File: config.mk
export PLATFORM = sky130hd
export DESIGN_NAME = load_store_unit_flat
export DESIGN_NICKNAME = d
export VERILOG_FILES = /design/src/rtl/lsu_pkg.sv /design/src/rtl/load_store_unit_if.sv /design/src/rtl/lsu_lane_merge.sv /design/src/rtl/load_store_unit.sv /design/src/flat_wrapper.sv
export SDC_FILE = /design/constraint.sdc
export NUM_CORES = 1
export LEC_CHECK = 0
export CORE_MARGIN = 10
export CORE_UTILIZATION = 48
export CTS_CLUSTER_DIAMETER = 30
export DETAILED_ROUTE_END_ITERATION = 8
export GPL_ROUTABILITY_DRIVEN = 1
export PLACE_DENSITY_LB_ADDON = 0.3
export SLEW_MARGIN = 20
export SYNTH_ARGS = -nofsm -noshare
export SYNTH_HDL_FRONTEND = slang
export SYNTH_SLANG_ARGS = --single-unit
File: constraint.sdc
create_clock -name clk -period 6.65 [get_ports clk]
set_input_delay 0.9975 -clock clk [delete_from_list [all_inputs] [get_ports clk]]
set_output_delay 0.9975 -clock clk [all_outputs]
set_load 0.01 [all_outputs]
File: src/rtl/lsu_pkg.sv
// lsu_pkg: shared definitions for the load/store unit.
//   - bit positions inside the 4-bit request op field
//   - access-size encodings and FSM state encoding
//   - lsu_req_err(): decides whether a request is rejected without
//     touching memory (illegal size, misalignment, address out of range)
package lsu_pkg;

    localparam int OP_STORE_BIT    = 3;
    localparam int OP_UNSIGNED_BIT = 2;

    typedef enum logic [1:0] {
        SIZE_BYTE = 2'b00,
        SIZE_HALF = 2'b01,
        SIZE_WORD = 2'b10,
        SIZE_ILL  = 2'b11
    } lsu_size_e;

    typedef enum logic [1:0] {
        ST_IDLE = 2'b00,
        ST_RD   = 2'b01,
        ST_WR   = 2'b10,
        ST_RESP = 2'b11
    } lsu_state_e;

    // addr_w is the word-address width; byte addresses at or above
    // 4 << addr_w have a bit set above addr_w+1 and are out of range.
    function automatic logic lsu_req_err(input logic [3:0]  op,
                                         input logic [31:0] addr,
                                         input int          addr_w);
        logic        err;
        logic [31:0] hi;
        hi  = addr >> (addr_w + 2);
        err = (hi != 32'd0);
        case (lsu_size_e'(op[1:0]))
            SIZE_HALF: err = err | addr[0];
            SIZE_WORD: err = err | (addr[1:0] != 2'b00);
            SIZE_ILL:  err = 1'b1;
            default:   err = err;
        endcase
        return err;
    endfunction

endpackage

File: src/rtl/load_store_unit_if.sv
// load_store_unit_if: request/response channel from the MEM stage plus the
// word-addressed data-memory port of the load/store unit.
//   req_*   : one request per valid/ready handshake (op, byte addr, data)
//   resp_*  : one response per accepted request (rdata, err)
//   mem_*   : read strobe, write enable, word index, write/read data
// modport slave  - the load/store unit itself
// modport master - the environment (pipeline stage + data memory)
interface load_store_unit_if #(
    parameter int ADDR_W = 7
);
    logic              req_valid;
    logic              req_ready;
    logic [3:0]        req_op;
    logic [31:0]       req_addr;
    logic [31:0]       req_wdata;
    logic              resp_valid;
    logic              resp_ready;
    logic [31:0]       resp_rdata;
    logic              resp_err;
    logic [ADDR_W-1:0] mem_addr;
    logic              mem_read;
    logic              mem_write;
    logic [31:0]       mem_wdata;
    logic [31:0]       mem_rdata;

    modport slave (
        input  req_valid, req_op, req_addr, req_wdata, resp_ready, mem_rdata,
        output req_ready, resp_valid, resp_rdata, resp_err,
               mem_addr, mem_read, mem_write, mem_wdata
    );

    modport master (
        output req_valid, req_op, req_addr, req_wdata, resp_ready, mem_rdata,
        input  req_ready, resp_valid, resp_rdata, resp_err,
               mem_addr, mem_read, mem_write, mem_wdata
    );
endinterface

File: src/rtl/lsu_lane_merge.sv
// lsu_lane_merge: combinational lane handling for the load/store unit.
//   word_i     : memory word (captured read data)
//   lane_i     : byte address bits [1:0]
//   size_i     : access size (byte/half/word)
//   unsigned_i : zero-extend sub-word loads instead of sign-extending
//   sdata_i    : right-aligned store data
//   load_o     : extracted and extended load result
//   merge_o    : word_i with the addressed lane(s) replaced by sdata_i
//                (sdata_i itself for word accesses)
module lsu_lane_merge
    import lsu_pkg::*;
(
    input  logic [31:0] word_i,
    input  logic [1:0]  lane_i,
    input  logic [1:0]  size_i,
    input  logic        unsigned_i,
    input  logic [31:0] sdata_i,
    output logic [31:0] load_o,
    output logic [31:0] merge_o
);

    logic signed [7:0]  byte_s;
    logic signed [15:0] half_s;
    logic [4:0]         byte_sh;
    logic [4:0]         half_sh;

    // Little-endian: byte lane n lives at bits 8n+7:8n, half lane at 16n.
    assign byte_sh = {lane_i, 3'b000};
    assign half_sh = {lane_i[1], 4'b0000};
    assign byte_s  = word_i[byte_sh +: 8];
    assign half_s  = word_i[half_sh +: 16];

    always_comb begin
        load_o  = word_i;
        merge_o = sdata_i;
        case (lsu_size_e'(size_i))
            SIZE_BYTE: begin
                load_o  = unsigned_i ? {24'd0, byte_s} : 32'(byte_s);
                merge_o = word_i;
                merge_o[byte_sh +: 8] = sdata_i[7:0];
            end
            SIZE_HALF: begin
                load_o  = unsigned_i ? {16'd0, half_s} : 32'(half_s);
                merge_o = word_i;
                merge_o[half_sh +: 16] = sdata_i[15:0];
            end
            default: begin
                load_o  = word_i;
                merge_o = sdata_i;
            end
        endcase
    end

endmodule

File: src/rtl/load_store_unit.sv
// load_store_unit: initiator side of the CPU data-memory port.
// Accepts one load/store at a time, drives the word-addressed memory and
// returns exactly one response per accepted request. Sub-word stores are
// done as read-modify-write because the memory only writes whole words.
// Ports:
//   clk   : system clock, all state updates on posedge
//   reset : synchronous, active-high; returns the unit to IDLE
//   bus   : load_store_unit_if.slave (request, response, memory port)
module load_store_unit
    import lsu_pkg::*;
#(
    parameter int ADDR_W = 7
) (
    input  logic                clk,
    input  logic                reset,
    load_store_unit_if.slave    bus
);

    lsu_state_e        state_q, state_d;
    logic [3:0]        op_q, op_d;
    logic [ADDR_W+1:0] addr_q, addr_d;
    logic [31:0]       wdata_q, wdata_d;
    logic [31:0]       word_q, word_d;
    logic              err_q, err_d;

    logic              req_err;
    logic              is_store;
    logic              is_word;
    logic [31:0]       load_data;
    logic [31:0]       merge_data;

    assign req_err  = lsu_req_err(bus.req_op, bus.req_addr, ADDR_W);
    assign is_store = op_q[OP_STORE_BIT];
    assign is_word  = (lsu_size_e'(op_q[1:0]) == SIZE_WORD);

    lsu_lane_merge u_lane_merge (
        .word_i     (word_q),
        .lane_i     (addr_q[1:0]),
        .size_i     (op_q[1:0]),
        .unsigned_i (op_q[OP_UNSIGNED_BIT]),
        .sdata_i    (wdata_q),
        .load_o     (load_data),
        .merge_o    (merge_data)
    );

    always_comb begin
        state_d        = state_q;
        op_d           = op_q;
        addr_d         = addr_q;
        wdata_d        = wdata_q;
        word_d         = word_q;
        err_d          = err_q;
        bus.req_ready  = 1'b0;
        bus.resp_valid = 1'b0;
        bus.resp_rdata = 32'd0;
        bus.resp_err   = 1'b0;
        bus.mem_addr   = '0;
        bus.mem_read   = 1'b0;
        bus.mem_write  = 1'b0;
        bus.mem_wdata  = 32'd0;

        case (state_q)
            ST_IDLE: begin
                bus.req_ready = 1'b1;
                if (bus.req_valid) begin
                    op_d    = bus.req_op;
                    addr_d  = bus.req_addr[ADDR_W+1:0];
                    wdata_d = bus.req_wdata;
                    err_d   = req_err;
                    if (req_err) begin
                        state_d = ST_RESP;
                    end else if (bus.req_op[OP_STORE_BIT] &&
                                 lsu_size_e'(bus.req_op[1:0]) == SIZE_WORD) begin
                        state_d = ST_WR;
                    end else begin
                        state_d = ST_RD;
                    end
                end
            end
            ST_RD: begin
                bus.mem_read = 1'b1;
                bus.mem_addr = addr_q[ADDR_W+1:2];
                word_d       = bus.mem_rdata;
                state_d      = is_store ? ST_WR : ST_RESP;
            end
            ST_WR: begin
                bus.mem_write = 1'b1;
                bus.mem_addr  = addr_q[ADDR_W+1:2];
                bus.mem_wdata = is_word ? wdata_q : merge_data;
                state_d       = ST_RESP;
            end
            ST_RESP: begin
                // Memory strobes are low here, so back-to-back reads always
                // see mem_read drop for at least one cycle.
                bus.resp_valid = 1'b1;
                bus.resp_err   = err_q;
                bus.resp_rdata = (err_q || is_store) ? 32'd0 : load_data;
                if (bus.resp_ready) begin
                    state_d = ST_IDLE;
                end
            end
            default: state_d = ST_IDLE;
        endcase
    end

    always_ff @(posedge clk) begin
        if (reset) begin
            state_q <= ST_IDLE;
        end else begin
            state_q <= state_d;
        end
    end

    // Request and captured-word registers are only read in states that
    // are reached after they were loaded, so they carry no reset.
    always_ff @(posedge clk) begin
        op_q    <= op_d;
        addr_q  <= addr_d;
        wdata_q <= wdata_d;
        word_q  <= word_d;
        err_q   <= err_d;
    end

endmodule
File: src/flat_wrapper.sv
// flat-port wrapper written by rule: the top's interface ports become plain ports
module load_store_unit_flat import lsu_pkg::*;
#(
    parameter int ADDR_W = 7
)
  (clk, reset, bus_req_valid, bus_req_op, bus_req_addr, bus_req_wdata, bus_resp_ready, bus_mem_rdata, bus_req_ready, bus_resp_valid, bus_resp_rdata, bus_resp_err, bus_mem_addr, bus_mem_read, bus_mem_write, bus_mem_wdata);
  load_store_unit_if #(.ADDR_W(ADDR_W)) bus_i ();
  input  logic clk;
  input  logic reset;
  input wire logic [$bits(bus_i.req_valid)-1:0] bus_req_valid;
  input wire logic [$bits(bus_i.req_op)-1:0] bus_req_op;
  input wire logic [$bits(bus_i.req_addr)-1:0] bus_req_addr;
  input wire logic [$bits(bus_i.req_wdata)-1:0] bus_req_wdata;
  input wire logic [$bits(bus_i.resp_ready)-1:0] bus_resp_ready;
  input wire logic [$bits(bus_i.mem_rdata)-1:0] bus_mem_rdata;
  output wire logic [$bits(bus_i.req_ready)-1:0] bus_req_ready;
  output wire logic [$bits(bus_i.resp_valid)-1:0] bus_resp_valid;
  output wire logic [$bits(bus_i.resp_rdata)-1:0] bus_resp_rdata;
  output wire logic [$bits(bus_i.resp_err)-1:0] bus_resp_err;
  output wire logic [$bits(bus_i.mem_addr)-1:0] bus_mem_addr;
  output wire logic [$bits(bus_i.mem_read)-1:0] bus_mem_read;
  output wire logic [$bits(bus_i.mem_write)-1:0] bus_mem_write;
  output wire logic [$bits(bus_i.mem_wdata)-1:0] bus_mem_wdata;
  assign bus_i.req_valid = bus_req_valid;
  assign bus_i.req_op = bus_req_op;
  assign bus_i.req_addr = bus_req_addr;
  assign bus_i.req_wdata = bus_req_wdata;
  assign bus_i.resp_ready = bus_resp_ready;
  assign bus_i.mem_rdata = bus_mem_rdata;
  assign bus_req_ready = bus_i.req_ready;
  assign bus_resp_valid = bus_i.resp_valid;
  assign bus_resp_rdata = bus_i.resp_rdata;
  assign bus_resp_err = bus_i.resp_err;
  assign bus_mem_addr = bus_i.mem_addr;
  assign bus_mem_read = bus_i.mem_read;
  assign bus_mem_write = bus_i.mem_write;
  assign bus_mem_wdata = bus_i.mem_wdata;
  load_store_unit #(.ADDR_W(ADDR_W)) u_core (.clk(clk), .reset(reset), .bus(bus_i));
endmodule
==> impl_metrics.ini <==
[status]
status = completed

[cells_and_area]
n_antenna_cell = 0
drive_above_1_share = 0.07538
final_cell_mix = 179 x clkdlybuf4s50_1, 78 x edfxtp_1, 49 x nand2_1
final_common_cell = clkdlybuf4s50_1
area_growth_pct = 43.72
fin_nets = 708
fin_cells = 730
nFillCells = 719

[power]
p_leak_nw = 2.446
ir_worst_vdd_v = 0.0003991
powerDensity_nw_per_um2 = 322.4

[sta]
max-slew-margin-rel = 0.4024
post-route-period-util = 0.7142
fin_ws_ns = 1.900
worst_slew_pin_slew_ns = 0.8932
rsz0062_at_grt = no
setup_viol = 0
fin_crit_ns = 4.750
fin_tns_setup_ns = 0
finalClockSkew_ns = 0.006710
drv_slew = 0
finalHoldViolations = 0
clock.fmax_ghz = 0.2105

[flow_run]
max_cap_violations = 0

[setup_path]
cp.required_ns = 5.65
path_buf_inv = 2
crit_type = reg -> out
path_max_fanout = 36
crit_slowest_cell = edfxtp_1
crit_path_start = u_core.op_q[1]
r2r_slack_ns = 4.85
reg2reg_from = u_core.state_q[1]
path_cells = inv_2 -> nand2_1 -> o22ai_1 -> a2111oi_0 -> clkdlybuf4s50_1
cpPeakStageDelay_ns = 0.90
cp-end-kind = primary output
crit_family = buffers and inverters
startpoint_type = flip-flop
crit_arrival_ns = 3.75

[floorplanning]
core-area_um2 = 9684
io_pins = 180
die_w_um = 119.1
start_util = 0.4867
die_h_um = 119.1
die_area_um2 = 14180
rows = 36

[detailed_routing]
firstDrtPassIters = 6
drt_iter0_markers = 485
vias_per_cell = 6.038
vias = 4408
drc = 0
drtAntennaViolNets = 0
wire_per_inst_um = 22.63
drt-total-wl_mm = 16.52

[placement]
gp_congestion = 0.9091
dpl_worst_slack_ns = 2.241
dp_cells = 714
io_buffers = 179
hpwl_mm = 12.38

[clock_network]
cts_resized = 0
cts_buffers = 9
postCtsSetupRepairBufs = 0
cts_hold_buf = 0
cts_max_level = 3
clk_latency_ns = 0.38
clk_pin_slew_ns = 0.09
clockBufferDepth = 2
cts_tree = yes
cts_sinks = 80
root_buffer = clkbuf_8

[logic_synthesis]
syn-num-nets = 547
syn-instance-count = 431
ys_async_sr_fraction = 0
synthDistinctLibCells = 49
synth-seq-area-share = 0.5054
ys_warn_count = 0
ys.flop_type = edfxtp_1
ys_ff_latch = 80
synth_edf_count = 78
synth_area_um2 = 4713
syn_area_per_cell_um2 = 10.94

[grt]
grt_pass1_wl_mm = 25.36
overflow = 0
antenna_found_initial = 0
grtUsageTotal = 0.2258
grt_max_degree = 61
grt_pass1_vias = 4430

[worst_hold_path]
hp-class = reg -> reg
min-delay-start = u_core.state_q[0]
## state kept, by name, indices dropped and copies added, names as in the netlist
| signal | flops |
|---|---|
| u_core.state_q | 2 |
| u_core.wdata_q | 32 |
| u_core.addr_q | 9 |
| u_core.op_q | 4 |
| u_core.err_q | 1 |
| u_core.word_q | 32 |
## worst reg2reg max path, delay by kind of cell, from the launching register on
family	cells	cell delay, ns
flip-flops	1	0.33
AND/OR/NAND/NOR	1	0.38
buffers and inverters	2	0.49
adder cells (fa/ha/maj)	1	0.18
AO/OA/AOI/OAI	2	0.34
## cells in the mapped netlist, drive strengths merged (7+ instances only)
cell type | count | share of area
nor2 | 30 | 0.024
nand2 | 49 | 0.039
nor2b | 9 | 0.012
a22oi | 9 | 0.014
a21oi | 18 | 0.019
buf | 12 | 0.015
edfxtp | 78 | 0.50
a221o | 13 | 0.028
mux2i | 10 | 0.021
o22ai | 22 | 0.029
mux4 | 8 | 0.038
inv | 21 | 0.017
nor3 | 9 | 0.0096
o21ai | 23 | 0.024
and2 | 9 | 0.012
a221oi | 23 | 0.043
a2111oi | 7 | 0.013
ha | 12 | 0.032
clkbuf | 20 | 0.016
mux2 | 8 | 0.019
## report_power, final
group | total (W) | switching (W) | leakage (nW) | internal, W
clock network | 0.000383 | 0.000202 | 0.101 | 0.000181
logic | 0.000912 | 0.000464 | 1.60 | 0.000448
registers | 0.000889 | 0.000166 | 0.748 | 0.000723
total | 0.00218 | 0.000832 | 2.45 | 0.00135
## metrics by stage
| step | area (um2) | utilization | hold slack (ns) | power [W] |
|---|---|---|---|---|
| final | 6774 | 0.6995 | 0.6080 | 0.002184 |
| after global routing | 6774 | 0.6995 | 0.6582 | 0.002309 |
| after CTS | 6760 | 0.6981 | 0.6225 | 0.002188 |
| after detailed placement | 6549 | 0.6762 | 0.6121 | 0.001798 |
| after global placement | 6549 | 0.6762 | 0.5337 | 0.001779 |
| after floorplan | 4713 | - | 0.5155 | 0.001350 |
## layer usage
| layer | GRT usage | vias up | part of all wire | wire length [um] |
|---|---|---|---|---|
| li1 | - | 2017 | - | - |
| met1 | 0.2558 | 2089 | 0.37 | 6126 |
| met2 | 0.3783 | 262 | 0.49 | 8104 |
| met3 | 0.09306 | 40 | 0.11 | 1887 |
| met4 | 0.07481 | 0 | 0.024 | 403 |
| met5 | 0 | - | 0 | 0 |
## layout make-up
cell class / instances / area (um2) / share of cell area
clock buffers: 9 / 123.9 / 0.01829
clock inverters: 7 / 87.58 / 0.01293
inverters: 21 / 78.83 / 0.01164
multi-input cells: 298 / 2121 / 0.3131
flip-flops and latches: 80 / 2382 / 0.3517
well taps: 133 / 166.4 / 0.02457
repair buffers: 182 / 1814 / 0.2678
## final timing paths
check | to | depth (start not counted)
max | bus_resp_rdata[1] | 5
min | u_core.state_q[0] | 2
max reg2reg | u_core.state_q[0] | 6
min reg2reg | u_core.state_q[0] | 2
## cell families after synthesis
kind of cell               Yosys count  share of synthesized area
DFF                                 80                     0.5054
muxes                               26                    0.07858
AOI/OAI and AO/OA                  138                     0.2156
and+or+nand+nor                    122                     0.1208
adders and majority gates           12                    0.03185
buffers and inverters               53                    0.04778
No activity file was read; power rests on OpenSTA's default activity.
